<file path="config.mk">
export PLATFORM = sky130hd
export DESIGN_NAME = paddle_btn_conditioner
export DESIGN_NICKNAME = d
export VERILOG_FILES = /design/src/rtl/pong_pkg.sv /design/src/rtl/btn_debounce.sv /design/src/rtl/paddle_btn_conditioner.sv
export SDC_FILE = /design/constraint.sdc
export NUM_CORES = 1
export LEC_CHECK = 0
export BUFFER_PORTS_ARGS = -buffer_cell sky130_fd_sc_hd__buf_2
export CORE_ASPECT_RATIO = 1.2
export CORE_UTILIZATION = 49
export DETAILED_ROUTE_END_ITERATION = 12
export PLACE_DENSITY = 0.67
export SLEW_MARGIN = 0
export SYNTH_ARGS = -nofsm -noshare
export SYNTH_HDL_FRONTEND = slang
export SYNTH_SLANG_ARGS = --single-unit
</file>
<file path="constraint.sdc">
create_clock -name clk -period 2.1 [get_ports clk]
set_input_delay 0.42 -clock clk [delete_from_list [all_inputs] [get_ports clk]]
set_output_delay 0.42 -clock clk [all_outputs]
set_load 0.005 [all_outputs]
</file>
<file path="src/rtl/pong_pkg.sv">
// Shared types and default timing for the pong paddle input path.
// Default cycle counts assume a 25 MHz pixel clock.
package pong_pkg;

  typedef enum logic [1:0] {
    IDLE   = 2'd0,
    DELAY  = 2'd1,
    REPEAT = 2'd2
  } step_state_t;

  localparam int CLK_HZ                  = 25_000_000;
  localparam int DEFAULT_DEBOUNCE_CYCLES = 250_000;    // 10 ms
  localparam int DEFAULT_REPEAT_DELAY    = 6_250_000;  // 250 ms
  localparam int DEFAULT_REPEAT_PERIOD   = 312_500;    // 12.5 ms

  function automatic int max_int(input int a, input int b);
    return (a > b) ? a : b;
  endfunction

endpackage

</file>
<file path="src/rtl/btn_debounce.sv">
// Two-flop synchroniser followed by a saturating debounce counter.
// stable is the debounced level; level is its registered copy, one cycle later.
module btn_debounce
  import pong_pkg::*;
#(
  parameter int DEBOUNCE_CYCLES = DEFAULT_DEBOUNCE_CYCLES
) (
  input  logic clk,
  input  logic reset,
  input  logic btn,
  output logic stable,
  output logic level
);

  localparam int CW = (DEBOUNCE_CYCLES > 2) ? $clog2(DEBOUNCE_CYCLES) : 1;
  localparam logic [CW-1:0] COUNT_LAST = CW'(DEBOUNCE_CYCLES - 1);

  logic          sync1_reg;
  logic          sync2_reg;
  logic          stable_reg;
  logic          level_reg;
  logic [CW-1:0] count_reg;

  always_ff @(posedge clk) begin
    if (reset) begin
      sync1_reg  <= 1'b0;
      sync2_reg  <= 1'b0;
      stable_reg <= 1'b0;
      level_reg  <= 1'b0;
      count_reg  <= '0;
    end else begin
      sync1_reg <= btn;
      sync2_reg <= sync1_reg;
      level_reg <= stable_reg;
      // Any cycle where the synchronised value agrees restarts the count.
      if (sync2_reg == stable_reg) begin
        count_reg <= '0;
      end else if (count_reg == COUNT_LAST) begin
        stable_reg <= sync2_reg;
        count_reg  <= '0;
      end else begin
        count_reg <= count_reg + 1'b1;
      end
    end
  end

  assign stable = stable_reg;
  assign level  = level_reg;

endmodule

</file>
<file path="src/rtl/paddle_btn_conditioner.sv">
// Debounces the two paddle buttons and turns each into a first step plus a
// typematic repeat stream of single-cycle strobes.
module paddle_btn_conditioner
  import pong_pkg::*;
#(
  parameter int DEBOUNCE_CYCLES = DEFAULT_DEBOUNCE_CYCLES,
  parameter int REPEAT_DELAY    = DEFAULT_REPEAT_DELAY,
  parameter int REPEAT_PERIOD   = DEFAULT_REPEAT_PERIOD
) (
  input  logic clk,
  input  logic reset,
  input  logic btn_up,
  input  logic btn_down,
  output logic up_level,
  output logic down_level,
  output logic step_up,
  output logic step_down
);

  localparam int TMAX = max_int(REPEAT_DELAY, REPEAT_PERIOD);
  localparam int TW   = (TMAX > 1) ? $clog2(TMAX) : 1;
  localparam logic [TW-1:0] DELAY_LOAD  = TW'(REPEAT_DELAY - 1);
  localparam logic [TW-1:0] PERIOD_LOAD = TW'(REPEAT_PERIOD - 1);

  logic [1:0] btn_raw;
  logic [1:0] lvl_stable;
  logic [1:0] lvl_out;
  logic [1:0] dir_active;
  logic [1:0] step_out;

  assign btn_raw = {btn_down, btn_up};

  // A direction counts as active only when its level is high both now and in
  // the coming cycle, so no strobe ever lands in the cycle a level falls.
  assign dir_active[0] = lvl_out[0] & lvl_stable[0] & ~lvl_out[1] & ~lvl_stable[1];
  assign dir_active[1] = lvl_out[1] & lvl_stable[1] & ~lvl_out[0] & ~lvl_stable[0];

  generate
    for (genvar gi = 0; gi < 2; gi++) begin : g_dir
      step_state_t   state_reg, state_next;
      logic [TW-1:0] timer_reg, timer_next;
      logic          step_reg,  step_next;

      btn_debounce #(
        .DEBOUNCE_CYCLES(DEBOUNCE_CYCLES)
      ) u_debounce (
        .clk    (clk),
        .reset  (reset),
        .btn    (btn_raw[gi]),
        .stable (lvl_stable[gi]),
        .level  (lvl_out[gi])
      );

      always_ff @(posedge clk) begin
        if (reset) begin
          state_reg <= IDLE;
          timer_reg <= '0;
          step_reg  <= 1'b0;
        end else begin
          state_reg <= state_next;
          timer_reg <= timer_next;
          step_reg  <= step_next;
        end
      end

      always_comb begin
        state_next = state_reg;
        timer_next = timer_reg;
        step_next  = 1'b0;
        if (!dir_active[gi]) begin
          state_next = IDLE;
          timer_next = '0;
        end else begin
          case (state_reg)
            IDLE: begin
              state_next = DELAY;
              timer_next = DELAY_LOAD;
              step_next  = 1'b1;
            end
            DELAY, REPEAT: begin
              if (timer_reg == '0) begin
                state_next = REPEAT;
                timer_next = PERIOD_LOAD;
                step_next  = 1'b1;
              end else begin
                timer_next = timer_reg - 1'b1;
              end
            end
            default: begin
              state_next = IDLE;
              timer_next = '0;
            end
          endcase
        end
      end

      assign step_out[gi] = step_reg;
    end
  endgenerate

  assign up_level   = lvl_out[0];
  assign down_level = lvl_out[1];
  assign step_up    = step_out[0];
  assign step_down  = step_out[1];

endmodule

</file>
* Yosys cells after proc, flatten, opt, wreduce, memory -nomap -nowiden
Cells that the tools add are included.
Word-level totals: bits in registers 96, bits of input ports 4, output and inout port bits 4, word-level logic and storage cells 68
Operators by class: add/subtract/negate cells 4, eq/ne operators 10, mux-type cells 12, bitwise operators 14, reductions and logical operators 12
Operators with widths (number):
- $pmux W23 S2 | 2
- $logic_not A23 Y1 | 2
- $mux W23 | 2
- $sub A23 B1 Y23 const B | 2
- $add A18 B1 Y18 const B | 2
- $eq A18 B18 Y1 const B | 2
- $not A1 Y1 | 8
- $pmux W2 S2 | 2
- $reduce_or A2 Y1 | 4
- $and A1 B1 Y1 | 6
- $reduce_or A3 Y1 | 2
- $eq A2 B1 Y1 const B | 2
- $eq A2 B2 Y1 const B | 2
- $logic_not A2 Y1 | 2
- $mux W2 | 2
- $ne A2 B2 Y1 const B | 2
- $pmux W1 S2 | 2
- $reduce_and A2 Y1 | 2
- $eq A1 B1 Y1 | 2
- $mux W1 | 2

* Depth between registers and ports, before layout
word-level depth 5, gate-level depth with buffers 9, gate-level depth less buffers 7

* By module
Synthesis repeated with hierarchy kept, for this count alone.
Unflattened totals: cell total of the unflattened synthesis 494, area, all modules 4485.6 µm²
Modules (own cells, without submodules):
- paddle_btn_conditioner | times used 1, cells an instance 286, area each 2571.2 µm², sequential area each 1041.0 µm²
- btn_debounce | times used 2, cells an instance 104, area each 957.2 µm², sequential area each 440.4 µm²

* Worst setup path before layout
No wires, ideal clock.
path kind reg-to-reg, start register g_dir[0].timer_reg[13], end register g_dir[0].state_reg[0], library setup time 0.115 ns, arrival time 2.158 ns, required time 1.985 ns, setup slack -0.172 ns, cell stages (with the launch flop) 8, path buffers 2, period minus slack after synthesis 2.272 ns, cells stage by stage dfxtp_1 or4_4 or3_1 buf_2 or4_4 buf_6 and3_4 o21a_1
Between the ends: word-level cells in the longest chain between the ends 2
Ends and longest elaborated chain:
- from (decl) | line paddle_btn_conditioner.sv:41 | logic [TW-1:0] timer_reg, timer_next;
- from (signal assigned) | line paddle_btn_conditioner.sv:61 | timer_reg <= timer_next;
- $logic_not A23 Y1 | line paddle_btn_conditioner.sv:81 | if (timer_reg == '0) begin
- $ne A2 B2 Y1 (no source line)
- to (signal assigned) | line paddle_btn_conditioner.sv:60 | state_reg <= state_next;
- to (decl) | line paddle_btn_conditioner.sv:40 | step_state_t state_reg, state_next;
Every way passes these cells. A chain may end at the register's enable or synchronous reset.

* Final worst setup path
start register g_dir[0].timer_reg[13], end register g_dir[0].timer_reg[20]
Between the ends: word-level cells in the longest chain between the ends 3, elaborated cells on any way between the ends 4, those cells by class add/sub (1); mux (2); reduce/logical (1)
Ends and longest elaborated chain:
- $sub A23 B1 Y23 or $logic_not A23 Y1 (tied branches) | line paddle_btn_conditioner.sv:86, paddle_btn_conditioner.sv:81
- $mux W23 * | line paddle_btn_conditioner.sv:81
- $pmux W23 S2 * | line paddle_btn_conditioner.sv:74 | case (state_reg)
Mark *: on every way between the ends. The rest lies on a longest branch, timed or not.

==> metrics <==
run status=finished with violations; violated checks=setup timing; flip-flop and latch count after synthesis=96; distinct cell type count after synthesis=43; floorplan die area=8935 um^2; final routed DRC violation total=0; maximum level of the CTS H-tree=3; detailed placer's ending HPWL=5510 um; power density normalized to cell area=629.2 nW/um^2; Worst VDD drop=0.4575 mV; Clock Pin Slew Worst Setup and Hold Paths=90 ps; synthesis-to-layout area growth=16.32%; worst hold stages=2; clock net sink count=96; worst min-delay path category=in2reg; total number of placement rows=36; reg2reg start=g_dir[0].timer_reg[13]; number of inserted filler cells in the final layout=747; multiplexer share of the synthesized area=0.7160%; clock buffers created by TritonCTS=9; root buffer selected by CTS=clkbuf_8; I/O pin count=8; max incr delay on CP=540 ps; routability cong.=0.8139; GRT overflow=0; Max FO, Critical Path=6; vias in the first global route=3,015; deepest clock path buffer count=2; type of the setup path with the least slack=reg2reg; final number of max-transition violations=0; wirelength, routed=7872 um; final total negative setup slack=-707.4 ps; Layout Nets=524; number of enable flip-flop cells after synthesis=0; Cells after Synth=471; ys async rst share=0%; count of antenna-violating nets left after detailed routing=0; maximum achievable frequency=460.7 MHz; iteration count of the initial detailed-routing pass=4; Port-buffer cells=7; Mapped Nets=483; post-synthesis instance area=4194 um^2; count of final hold-check violations=0; compound-cell area share of the yosys netlist=7.130%; cell occurring most often along the worst timing path=or4_4; setup slack on the worst flop-to-flop path=-70 ps; Slowest-stage cell, CP=or4_4; unrepaired setup endpoints after global routing=true; vias after detailed routing=3,212; P_leak=0.002060 uW; Worst EP arrival=2430 ps; dominant combinational cell family by area after synthesis=simple AND/OR/NAND/NOR gates; floorplan die width=86.46 um; Most used DFF post-synth=dfxtp_1; worst slack on hold paths=266.3 ps; Post-Route Skew=8.244 ps; overall global routing resource usage=18.90%; Req. time, crit path=2360 ps; worst rel slew slack=69.79%; Final period util=103.4%; maximum number of pins on one net before global-route repair=19; antenna violations before repair=0; die height=103.3 um; area share of fa/ha/maj cells after synthesis=2.387%; via-per-instance ratio=5.090; number of setup violations in the final report=16; synthesized-area fraction occupied by and/or/nand/nor cells=26.31%; worst slew pin tran=449.1 ps; detailed router's first-iteration violation count=119; post-layout min period=2171 ps; Final Worst Setup Slack=-70.77 ps; Core Footprint=8198 um^2; critical path endpoint category=flop; Clock Latency Late Sink=360 ps; Worst Reg-to-Reg Cells=5; number of maximum-capacitance violations=0; fraction of final layout cells sized beyond drive strength 1=16.44%; hold path startpoint=btn_up; critical path, cell by cell=or4_4 > or3_4 > or4_4 > nand2b_4 > o2bb2a_2; CTS tree=done; antenna diode count=0; crit start category=flop; max FFs per register=46; worst hold endpoint=g_dir[0].u_debounce.sync1_reg; Synthesis Warnings=0; wire length of the first global-routing pass=13,250 um; post-synthesis share of cell area spent on xor and xnor gates=14.83%; starting density of the core=51.16%; R2R Path End=g_dir[0].timer_reg[20]; synthesized area divided by synthesized cell count=8.905 um^2; proportion of synthesized chip area in sequential cells=45.82%; routed length per placed instance=12.48 um
==> worst max-delay path, delay by kind of cell (launching register included) <==
family	cells	cell delay, ps
compound gates	1	220
flops	1	330
simple gates	4	1520
==> area by class of cell <==
cell class | count | area (um^2) | share of cell area, %
clock buffer | 14 | 162.7 | 3.334
clock inverter | 2 | 37.54 | 0.7694
inverter | 15 | 56.30 | 1.154
multi-input combinational | 347 | 2243 | 45.99
sequential | 96 | 1923 | 39.42
tap | 114 | 142.6 | 2.924
timing repair buffer | 43 | 312.8 | 6.412
==> through the flow <==
| stage | area, um^2 | util [%] | setup WS (ps) | cells | power, uW |
|---|---|---|---|---|---|
| final | 4878 | 59.51 | -70.77 | 631 | 3069 |
| after global routing | 4878 | 59.51 | -103.4 | 631 | 3188 |
| after CTS | 4817 | 58.76 | -61.13 | 630 | 3104 |
| after detailed placement | 4566 | 55.69 | -107.6 | 613 | 1888 |
| after global placement | 4566 | 55.69 | -67.73 | 613 | 1888 |
| after floorplan | 4199 | - | -172.1 | 471 | 1880 |
==> power breakdown <==
| part | internal [uW] | switching (uW) | leakage [uW] | total (uW) |
|---|---|---|---|---|
| combinational | 8.05 | 10.9 | 0.00119 | 18.9 |
| clock | 618 | 607 | 0.0000969 | 1220 |
| sequential | 1820 | 2.49 | 0.000774 | 1830 |
| total | 2450 | 620 | 0.00206 | 3070 |
==> logic make-up after synthesis <==
group	Yosys count
AO/OA/AOI/OAI	48
XOR/XNOR	71
adder cells (fa/ha/maj)	8
buffers and inverters	28
flip-flops	96
multiplexers	3
AND/OR/NAND/NOR	217
==> timing repair <==
| action | 4_1_cts | 5_1_grt |
|---|---|---|
| gates cloned | 0 | 0 |
| hold endpoints to repair | 0 | 0 |
| setup buffers | 1 | 1 |
| setup endpoints to repair | 18 | 18 |
| pin swaps | 4 | 3 |
| hold buffers | 0 | 0 |
| resized for setup | 20 | 13 |
==> metal layers <==
| metal | global-route usage [%] | vias up | part of all wire (%) | routed length (um) |
|---|---|---|---|---|
| li1 | - | 1680 | - | - |
| met1 | 23.08 | 1477 | 47 | 3703 |
| met2 | 32.23 | 41 | 48 | 3817 |
| met3 | 4.365 | 14 | 2.9 | 227 |
| met4 | 7.821 | 0 | 1.6 | 123 |
| met5 | 0 | - | 0 | 0 |
==> worst max-delay path by stage <==
stage	from	end	slack, ps	cells after the start
6_report	g_dir[0].timer_reg[13]	g_dir[0].timer_reg[20]	-70	5
5_1_grt	g_dir[0].timer_reg[13]	g_dir[0].timer_reg[20]	-100	5
4_1_cts	g_dir[0].timer_reg[13]	g_dir[0].timer_reg[20]	-60	5
3_5_place_dp	g_dir[0].timer_reg[19]	g_dir[0].timer_reg[3]	-110	6
3_3_place_gp	g_dir[0].timer_reg[19]	g_dir[0].timer_reg[22]	-70	5
2_1_floorplan	g_dir[0].timer_reg[13]	g_dir[0].state_reg[0]	-170	7
==> cells in the final DEF, fill, tap and decap left out, types with 3 or more instances in the layout <==
cell type  synthesis  routed
dfxtp_1           96      95
nor2_1            73      71
xnor2_1           42      42
buf_4              1      34
xor2_1            29      29
nand2_1           27      27
nand3_1           24      24
nor3_1            17      17
inv_1             15      15
o21ai_0           19      11
nand4_1           11      11
clkbuf_8           0      11
nor2b_1           10      10
or3_1             11       9
a21oi_1            8       8
ha_1               8       8
o21a_1             7       7
buf_2              1       7
nor4_1             9       6
and3_1             6       6
o21ai_2            0       6
nand3b_1           5       5
a21o_1             4       4
nand2b_1           4       4
or4_4              2       4
nor4_2             0       3
mux2i_1            3       3
or2_2              4       3
a31oi_1            3       3
clkbuf_1           9       3
==> cells in the mapped netlist, types with 4 or more instances <==
| master | count | share of area (%) |
|---|---|---|
| and3_1 | 6 | 0.90 |
| or3_1 | 11 | 1.6 |
| nor3_1 | 17 | 2.0 |
| a21oi_1 | 8 | 0.95 |
| nand2_1 | 27 | 2.4 |
| a21o_1 | 4 | 0.72 |
| or2_2 | 4 | 0.60 |
| dfxtp_1 | 96 | 46 |
| nand3_1 | 24 | 2.9 |
| xnor2_1 | 42 | 8.8 |
| o21ai_0 | 19 | 2.3 |
| clkbuf_1 | 9 | 0.81 |
| nand2b_1 | 4 | 0.60 |
| nor2_1 | 73 | 6.5 |
| nand3b_1 | 5 | 0.90 |
| nor2b_1 | 10 | 1.5 |
| o21a_1 | 7 | 1.3 |
| nand4_1 | 11 | 1.6 |
| nor4_1 | 9 | 1.3 |
| xor2_1 | 29 | 6.1 |
| ha_1 | 8 | 2.4 |
| inv_1 | 15 | 1.3 |
Power figures use the tool's default switching activity.
